## src/rtl/sin_phase_seq_if.sv

```systemverilog
// Bundle of the sequencer's configuration, sin-unit and result-stream signals.
// master = environment side (config source, sin unit, downstream sink); slave = sequencer.
interface sin_phase_seq_if #(
  parameter int COUNT_W = 8
);
  logic               go;
  logic [15:0]        cfg_phase0;
  logic [15:0]        cfg_step;
  logic [COUNT_W-1:0] cfg_count;
  logic               busy;
  logic [15:0]        sin_x;
  logic               sin_start;
  logic [15:0]        sin_result;
  logic               sin_done;
  logic [15:0]        out_data;
  logic               out_valid;
  logic               out_ready;
  logic               seq_done;
  logic               err_timeout;

  modport master (
    output go, cfg_phase0, cfg_step, cfg_count, sin_result, sin_done, out_ready,
    input  busy, sin_x, sin_start, out_data, out_valid, seq_done, err_timeout
  );

  modport slave (
    input  go, cfg_phase0, cfg_step, cfg_count, sin_result, sin_done, out_ready,
    output busy, sin_x, sin_start, out_data, out_valid, seq_done, err_timeout
  );
endinterface

```

## src/rtl/sin_phase_seq.sv

```systemverilog
// Phase-stepping sequencer that feeds the sin unit and streams its results out.
// Define SIN_SEQ_SAT_EN to saturate phase+step instead of wrapping modulo 2^16.
module sin_phase_seq #(
  parameter int COUNT_W     = 8,
  parameter int TIMEOUT_CYC = 64
) (
  input  logic            clk,
  input  logic            rst,
  sin_phase_seq_if.slave  bus
);
  localparam int TMO_W = $clog2(TIMEOUT_CYC + 1);

  typedef enum logic [2:0] {IDLE, SETUP, START, WAIT, PUSH} state_e;

  state_e             state_q, state_d;
  logic [15:0]        phase_q, phase_d;
  logic [15:0]        step_q, step_d;
  logic [15:0]        sin_x_q, sin_x_d;
  logic [15:0]        out_data_q, out_data_d;
  logic [COUNT_W-1:0] remaining_q, remaining_d;
  logic [TMO_W-1:0]   tmo_q, tmo_d;
  logic               out_valid_q, out_valid_d;
  logic               seq_done_q, seq_done_d;
  logic               err_q, err_d;
  logic [15:0]        phase_next;

  always_comb begin
    phase_next = phase_q + step_q;
`ifdef SIN_SEQ_SAT_EN
    // Overflow only when both operands share a sign and the sum flips it.
    if ((phase_q[15] == step_q[15]) && (phase_next[15] != phase_q[15]))
      phase_next = phase_q[15] ? 16'h8000 : 16'h7FFF;
`endif
  end

  always_comb begin
    state_d     = state_q;
    phase_d     = phase_q;
    step_d      = step_q;
    sin_x_d     = sin_x_q;
    out_data_d  = out_data_q;
    remaining_d = remaining_q;
    tmo_d       = tmo_q;
    out_valid_d = out_valid_q;
    seq_done_d  = 1'b0;
    err_d       = err_q;
    case (state_q)
      IDLE: begin
        if (bus.go) begin
          phase_d     = bus.cfg_phase0;
          step_d      = bus.cfg_step;
          remaining_d = bus.cfg_count;
          err_d       = 1'b0;
          if (bus.cfg_count == '0) begin
            seq_done_d = 1'b1;
          end else begin
            // sin_x is loaded on entry so it is already valid during SETUP.
            sin_x_d = bus.cfg_phase0;
            state_d = SETUP;
          end
        end
      end
      SETUP: state_d = START;
      START: begin
        tmo_d   = '0;
        state_d = WAIT;
      end
      WAIT: begin
        if (bus.sin_done) begin
          out_data_d  = bus.sin_result;
          out_valid_d = 1'b1;
          remaining_d = remaining_q - 1'b1;
          state_d     = PUSH;
        end else if (tmo_q == TMO_W'(TIMEOUT_CYC - 1)) begin
          tmo_d   = tmo_q + 1'b1;
          err_d   = 1'b1;
          state_d = IDLE;
        end else begin
          tmo_d = tmo_q + 1'b1;
        end
      end
      PUSH: begin
        if (out_valid_q && bus.out_ready) begin
          out_valid_d = 1'b0;
          phase_d     = phase_next;
          if (remaining_q == '0) begin
            seq_done_d = 1'b1;
            state_d    = IDLE;
          end else begin
            sin_x_d = phase_next;
            state_d = SETUP;
          end
        end
      end
      default: state_d = IDLE;
    endcase
  end

  always_ff @(posedge clk) begin
    if (rst) begin
      state_q     <= IDLE;
      phase_q     <= '0;
      step_q      <= '0;
      sin_x_q     <= '0;
      out_data_q  <= '0;
      remaining_q <= '0;
      tmo_q       <= '0;
      out_valid_q <= 1'b0;
      seq_done_q  <= 1'b0;
      err_q       <= 1'b0;
    end else begin
      state_q     <= state_d;
      phase_q     <= phase_d;
      step_q      <= step_d;
      sin_x_q     <= sin_x_d;
      out_data_q  <= out_data_d;
      remaining_q <= remaining_d;
      tmo_q       <= tmo_d;
      out_valid_q <= out_valid_d;
      seq_done_q  <= seq_done_d;
      err_q       <= err_d;
    end
  end

  assign bus.busy        = (state_q != IDLE);
  assign bus.sin_start   = (state_q == START);
  assign bus.sin_x       = sin_x_q;
  assign bus.out_data    = out_data_q;
  assign bus.out_valid   = out_valid_q;
  assign bus.seq_done    = seq_done_q;
  assign bus.err_timeout = err_q;
endmodule

```

## src/flat_wrapper.sv

```systemverilog
// flat-port wrapper written by rule: the top's interface ports become plain ports
module sin_phase_seq_flat 
#(
  parameter int COUNT_W     = 8,
  parameter int TIMEOUT_CYC = 64
)
  (clk, rst, bus_go, bus_cfg_phase0, bus_cfg_step, bus_cfg_count, bus_sin_result, bus_sin_done, bus_out_ready, bus_busy, bus_sin_x, bus_sin_start, bus_out_data, bus_out_valid, bus_seq_done, bus_err_timeout);
  sin_phase_seq_if #(.COUNT_W(COUNT_W)) bus_i ();
  input  logic clk;
  input  logic rst;
  input wire logic [$bits(bus_i.go)-1:0] bus_go;
  input wire logic [$bits(bus_i.cfg_phase0)-1:0] bus_cfg_phase0;
  input wire logic [$bits(bus_i.cfg_step)-1:0] bus_cfg_step;
  input wire logic [$bits(bus_i.cfg_count)-1:0] bus_cfg_count;
  input wire logic [$bits(bus_i.sin_result)-1:0] bus_sin_result;
  input wire logic [$bits(bus_i.sin_done)-1:0] bus_sin_done;
  input wire logic [$bits(bus_i.out_ready)-1:0] bus_out_ready;
  output wire logic [$bits(bus_i.busy)-1:0] bus_busy;
  output wire logic [$bits(bus_i.sin_x)-1:0] bus_sin_x;
  output wire logic [$bits(bus_i.sin_start)-1:0] bus_sin_start;
  output wire logic [$bits(bus_i.out_data)-1:0] bus_out_data;
  output wire logic [$bits(bus_i.out_valid)-1:0] bus_out_valid;
  output wire logic [$bits(bus_i.seq_done)-1:0] bus_seq_done;
  output wire logic [$bits(bus_i.err_timeout)-1:0] bus_err_timeout;
  assign bus_i.go = bus_go;
  assign bus_i.cfg_phase0 = bus_cfg_phase0;
  assign bus_i.cfg_step = bus_cfg_step;
  assign bus_i.cfg_count = bus_cfg_count;
  assign bus_i.sin_result = bus_sin_result;
  assign bus_i.sin_done = bus_sin_done;
  assign bus_i.out_ready = bus_out_ready;
  assign bus_busy = bus_i.busy;
  assign bus_sin_x = bus_i.sin_x;
  assign bus_sin_start = bus_i.sin_start;
  assign bus_out_data = bus_i.out_data;
  assign bus_out_valid = bus_i.out_valid;
  assign bus_seq_done = bus_i.seq_done;
  assign bus_err_timeout = bus_i.err_timeout;
  sin_phase_seq #(.COUNT_W(COUNT_W), .TIMEOUT_CYC(TIMEOUT_CYC)) u_core (.clk(clk), .rst(rst), .bus(bus_i));
endmodule
```

## config.mk

```make
export PLATFORM = sky130hd
export DESIGN_NAME = sin_phase_seq_flat
export DESIGN_NICKNAME = d
export VERILOG_FILES = /design/src/rtl/sin_phase_seq_if.sv /design/src/rtl/sin_phase_seq.sv /design/src/flat_wrapper.sv
export SDC_FILE = /design/constraint.sdc
export NUM_CORES = 1
export LEC_CHECK = 0
export BUFFER_PORTS_ARGS = -buffer_cell sky130_fd_sc_hd__buf_2
export CAP_MARGIN = 30
export CORE_UTILIZATION = 49
export CTS_BUF_LIST = sky130_fd_sc_hd__clkbuf_16
export CTS_CLUSTER_SIZE = 12
export DETAILED_ROUTE_END_ITERATION = 8
export GPL_ROUTABILITY_DRIVEN = 0
export PLACE_DENSITY = 0.76
export SYNTH_ARGS = -nofsm -noshare
export SYNTH_HDL_FRONTEND = slang
export SYNTH_SLANG_ARGS = --single-unit
```

## constraint.sdc

```tcl
create_clock -name clk -period 2.2 [get_ports clk]
set_input_delay 0.11 -clock clk [delete_from_list [all_inputs] [get_ports clk]]
set_output_delay 0.11 -clock clk [all_outputs]
set_load 0.05 [all_outputs]
```

# [Word level (Yosys, flattened, before mapping)]
# Index checks and enable logic that the tools add are counted.
[word_totals] ff_bits=85 latch_bits=0 n_memories=0 mem_bits_rw=0 inputBits=61 mem_bits_ro=0
[op_classes] reduce_logical=18 eq_ne=13 n_div=0 n_bitwise=0 shift=0 n_addsub=3 mul=0 mux=32 order_cmp=0
[ops] operator="$mux 16" count=6
[ops] operator="$pmux 16 s2" count=2
[ops] operator="$add 16x16->16" count=1
[ops] operator="$logic_not 8->1" count=2
[ops] operator="$mux 8" count=2
[ops] operator="$pmux 8 s2" count=1
[ops] operator="$mux 3" count=5
[ops] operator="$pmux 3 s5" count=1
[ops] operator="$pmux 7 s2" count=1
[ops] operator="$mux 1" count=10
[ops] operator="$ne 2x2->1 const B" count=5
[ops] operator="$reduce_and 3->1" count=3
[ops] operator="$reduce_and 4->1" count=2
[ops] operator="$reduce_bool 2->1" count=4
[ops] operator="$sub 8x1->8 const B" count=1
[ops] operator="$add 7x1->7 const B" count=1
[ops] operator="$eq 7x6->1 const B" count=1
[ops] operator="$mux 7" count=1
[ops] operator="$eq 3x2->1 const B" count=2
[ops] operator="$pmux 1 s2" count=3
[ops] operator="$reduce_and 2->1" count=3
[ops] operator="$reduce_and 5->1" count=1
[ops] operator="$ne 2x1->1 const B" count=2
[ops] operator="$eq 3x1->1 const B" count=1
[ops] operator="other kinds (5)" count=5

# [Longest topological paths before layout]
[depth] word_depth=4 ltp_mapped=9 mapped_depth_nobuf=8

# [Least setup slack after synthesis]
# OpenSTA, ideal clock, no wires.
[synth_timing] kind="register -> register" from="register u_core.step_q[0]" to="register u_core.phase_q[14]" path_buffers=0 arrival_ns=2.064 synth_period_minus_slack_ns=2.204 path_stages_with_launch=9 setup_ns=0.140 path_slack_ns=-0.004 required_ns=2.060 cell_sequence="dfxtp_1 -> ha_1 -> fa_1 -> a21oi_1 -> o211ai_2 -> a221oi_2 -> nor4_2 -> a2111oi_4 -> a211oi_1"
[synth_via] elab_chain_len=3
[synth_rtl] item="start: declaration" line="sin_phase_seq.sv:17" rtl="logic [15:0] step_q, step_d;"
[synth_rtl] item="start signal: assignment" line="sin_phase_seq.sv:114" rtl="step_q <= step_d;"
[synth_rtl] item="$add 16x16->16" line="sin_phase_seq.sv:28" rtl="phase_next = phase_q + step_q;"
[synth_rtl] item="$mux 16" line="sin_phase_seq.sv:83" rtl="if (out_valid_q && bus.out_ready) begin"
[synth_rtl] item="$pmux 16 s2" line="sin_phase_seq.sv:47" rtl="case (state_q)"
[synth_rtl] item="end signal: assignment" line="sin_phase_seq.sv:113" rtl="phase_q <= phase_d;"
[synth_rtl] item="end: declaration" line="sin_phase_seq.sv:16" rtl="logic [15:0] phase_q, phase_d;"
# No other way between the ends. The select of a mux whose other input is x is not followed.
# A chain may end at the register's enable or synchronous reset.

# [Worst setup path in the final report]
[layout_timing] from="register u_core.step_q[0]" to="register u_core.sin_x_q[14] (netlist: u_core.bus.sin_x[14])"
[layout_via] elab_chain_len=4
[layout_rtl] item="$add 16x16->16" line="sin_phase_seq.sv:28"
[layout_rtl] item="$mux 16" line="sin_phase_seq.sv:86" rtl="if (remaining_q == '0) begin"
[layout_rtl] item="$mux 16" line="sin_phase_seq.sv:83"
[layout_rtl] item="$pmux 16 s2" line="sin_phase_seq.sv:47"
[layout_rtl] item="end signal: assignment" line="sin_phase_seq.sv:115" rtl="sin_x_q <= sin_x_d;"
[layout_rtl] item="end: declaration" line="sin_phase_seq.sv:18" rtl="logic [15:0] sin_x_q, sin_x_d;"
# No other way between the ends. The select of a mux whose other input is x is not followed.

==> results.json <==
{
  "setup_viol": 0,
  "cts.sinks": 85,
  "clock.fmax_mhz": 475,
  "gr-usage-all-layers_pct": 24.6,
  "startpoint_type": "flip-flop",
  "dp_slack_ns": -0.0664,
  "holdPathStages": 3,
  "ios": 98,
  "clk_pin_slew_ns": 0.07,
  "synth_ff_type": "dfxtp_1",
  "arrival_ns": 2.29,
  "worst_clock_skew_ns": 0.00997,
  "vias": 4312,
  "ctsLongestPathBuffers": 2,
  "dp_hpwl_um": 8040,
  "syn_to_final_growth_pct": 26.6,
  "path_cells": "ha_4, fa_2, a21oi_2, o211ai_2, a221oi_2, nor4_2, a2111oi_4, a211oi_2",
  "synth_compound_area_share_pct": 21.3,
  "worst_r2r_endpoint": "u_core.bus.sin_x[14]",
  "crit_path_end_kind": "flip-flop",
  "syn_avg_cell_area_um2": 8.13,
  "slowest_delay_ns": 0.37,
  "cp_max_fo": 2,
  "fp.dieW_um": 97.0,
  "hold_path.class": "in -> reg",
  "fin_nets": 738,
  "grt_antenna_before_repair": 0,
  "clock_latency_ns": 0.34,
  "synthMuxAreaShare_pct": 2.26,
  "row_count": 34,
  "drt-vias-per-instance": 5.59,
  "grt_max_degree": 45,
  "async_reset_ff_share_pct": 0,
  "wirelength_um": 11500,
  "numCtsBuffers": 9,
  "synth_cell_types": 68,
  "wire_per_inst_um": 14.9,
  "grt_first_pass_wirelength_um": 19000,
  "power_density_mw_per_mm2": 822,
  "overflow": 0,
  "violations": "hold timing",
  "initial_core_util_pct": 50.7,
  "final_cells": 772,
  "slew_headroom_pct": 39.1,
  "slew_viol_final": 0,
  "min_from": "bus_sin_result[15]",
  "dieHeight_um": 97.0,
  "dp.cells": 745,
  "p_leak_nw": 2.32,
  "io_buffer_count": 97,
  "dr.pass1.iters": 5,
  "min_period_ns": 2.10,
  "mostFrequentLayoutCell": "nand2_1",
  "cts-htree-levels": 3,
  "tightest_slew_ns": 0.913,
  "fin_ws_ns": 0.0960,
  "seq_area_frac_synth_pct": 38.5,
  "grt_setup_unrepaired": "true",
  "synth_edf_count": 0,
  "cp.required_ns": 2.38,
  "ant_nets": 0,
  "cp_slowest_cell": "fa_2",
  "final_util_pct": 64.2,
  "fin_crit_sh_pct": 95.6,
  "hold_ws_ns": -0.000628,
  "syn_nets": 623,
  "ff2ff_path_depth": 8,
  "synthAdderAreaFrac_pct": 5.26,
  "drc": 0,
  "grt_pass1_vias": 4173,
  "synth_top_family_by_area": "simple AND/OR/NAND/NOR gates",
  "synthCells": 544,
  "hold_end": "u_core.bus.out_data[15]",
  "r2r_start": "u_core.step_q[0]",
  "netlist_area_mm2": 0.00442,
  "yosys_warnings": 0,
  "root_buffer": "clkbuf_16",
  "tns_ns": 0,
  "path_class": "reg -> reg",
  "synth_xor_area_share_pct": 2.97,
  "mostFrequentLayoutCells": "nand2_1, buf_2, dfxtp_1",
  "hold_viol_final": 1,
  "cts_tree": "done",
  "drt_iter0_markers": 211,
  "die_area_mm2": 0.00941,
  "reg2reg_slack_ns": 0.1,
  "ys_seq_elements": 85,
  "antenna_cells": 0,
  "status": "finished with violations",
  "p_total_w": 0.00460,
  "yosys.area_share.simple_pct": 25.7,
  "layout-drive-gt1-share_pct": 28.5,
  "peakVddDrop_v": 0.000435,
  "coreArea_mm2": 0.00872,
  "max_cap_violations": 0
}
==> power by group <==
part	leakage, nW	switching, W	total (W)	internal, W
clock network	0.134	0.000697	0.00149	0.000793
registers	0.696	0.0000978	0.00178	0.00169
logic	1.49	0.000852	0.00133	0.000480
total	2.32	0.00165	0.00460	0.00296
==> area by class of cell <==
cell class / instances / area (um^2)
Timing Repair Buffer: 134 / 813
Clock buffer: 9 / 225
Multi-Input combinational cell: 421 / 2620
Sequential cell: 85 / 1700
Fill cell: 751 / 3120
Tap cell: 108 / 135
Clock inverter: 7 / 70.1
Inverter: 8 / 30.0
==> sequential cells by signal (all words and copies together), names as in the netlist, 3 cells and up <==
signal	count
u_core.bus.out_data	16
u_core.bus.sin_x	16
u_core.phase_q	16
u_core.step_q	16
u_core.remaining_q	8
u_core.tmo_q	7
u_core.state_q	3
==> metal layers <==
layer | up-vias | global-route usage [%] | wire (um)
li1 | 2158 | - | -
met1 | 1989 | 29.6 | 5000
met2 | 146 | 43.3 | 5690
met3 | 19 | 4.12 | 592
met4 | 0 | 9.76 | 192
met5 | - | 0 | 0
==> Yosys cell counts, types with 3 or more instances <==
| library cell | n | share of area (%) |
|---|---|---|
| a311oi_1 | 6 | 1.2 |
| dfxtp_1 | 85 | 38 |
| clkbuf_1 | 20 | 1.7 |
| nor4_1 | 6 | 0.85 |
| ha_1 | 17 | 4.8 |
| nand4_1 | 5 | 0.71 |
| buf_2 | 5 | 0.57 |
| nor2_2 | 3 | 0.42 |
| nor2_1 | 62 | 5.3 |
| a211oi_2 | 7 | 2.0 |
| nand2_1 | 110 | 9.3 |
| xnor2_1 | 8 | 1.6 |
| inv_1 | 8 | 0.68 |
| nor3_1 | 11 | 1.2 |
| mux2i_1 | 10 | 2.3 |
| nand3_1 | 14 | 1.6 |
| o21ai_0 | 12 | 1.4 |
| a21oi_1 | 62 | 7.0 |
| or2_2 | 3 | 0.42 |
| a211oi_1 | 11 | 1.9 |
| a21o_1 | 5 | 0.85 |
| buf_6 | 3 | 0.76 |
| xor2_1 | 7 | 1.4 |
| and3_1 | 3 | 0.42 |
| nor3b_1 | 3 | 0.51 |
| o211ai_1 | 5 | 0.85 |
| nor2b_1 | 3 | 0.42 |
==> stage by stage <==
stage                     hold slack [ns]  area, um^2
after detailed placement            0.356        5120
after global routing              0.00518        5600
after global placement              0.350        5120
after CTS                        0.000302        5510
final                           -0.000628        5600
after floorplan                     0.246        4430
==> how the worst max path moves through the flow <==
stage / start / to / slack, ns
3_3_place_gp: u_core.step_q[0] / u_core.phase_q[14] / 0.0009
4_1_cts: u_core.step_q[0] / u_core.phase_q[13] / 0.01
2_1_floorplan: u_core.step_q[0] / u_core.phase_q[14] / 0.02
6_report: u_core.step_q[0] / u_core.bus.sin_x[14] / 0.1
3_5_place_dp: u_core.step_q[0] / u_core.phase_q[14] / -0.07
5_1_grt: u_core.step_q[10] / u_core.bus.sin_x[15] / 0.0003
==> logic make-up after synthesis <==
kind of cell             Yosys count
AND/OR/NAND/NOR                  243
multiplexers                      10
AO/OA/AOI/OAI                    135
flip-flops                        85
adder cells (fa/ha/maj)           18
XOR/XNOR                          15
buffers and inverters             38
==> what timing repair did <==
| action | CTS | global route |
|---|---|---|
| endpoints found under the hold margin | 8 | 2 |
| hold buffers | 8 | 2 |
| gates resized for setup | 2 | 16 |
| buffers inserted | 0 | 1 |
| pin swaps | 3 | 10 |
| setup endpoints to repair | 5 | 14 |
==> worst max-delay path: cells and delay by family (launching register included) <==
kind	cells	cell delay, ns
AOI/OAI and AO/OA	5	0.99
DFF	1	0.34
adders and majority gates	2	0.53
and+or+nand+nor	1	0.09
(Power assumes the default switching activity.)
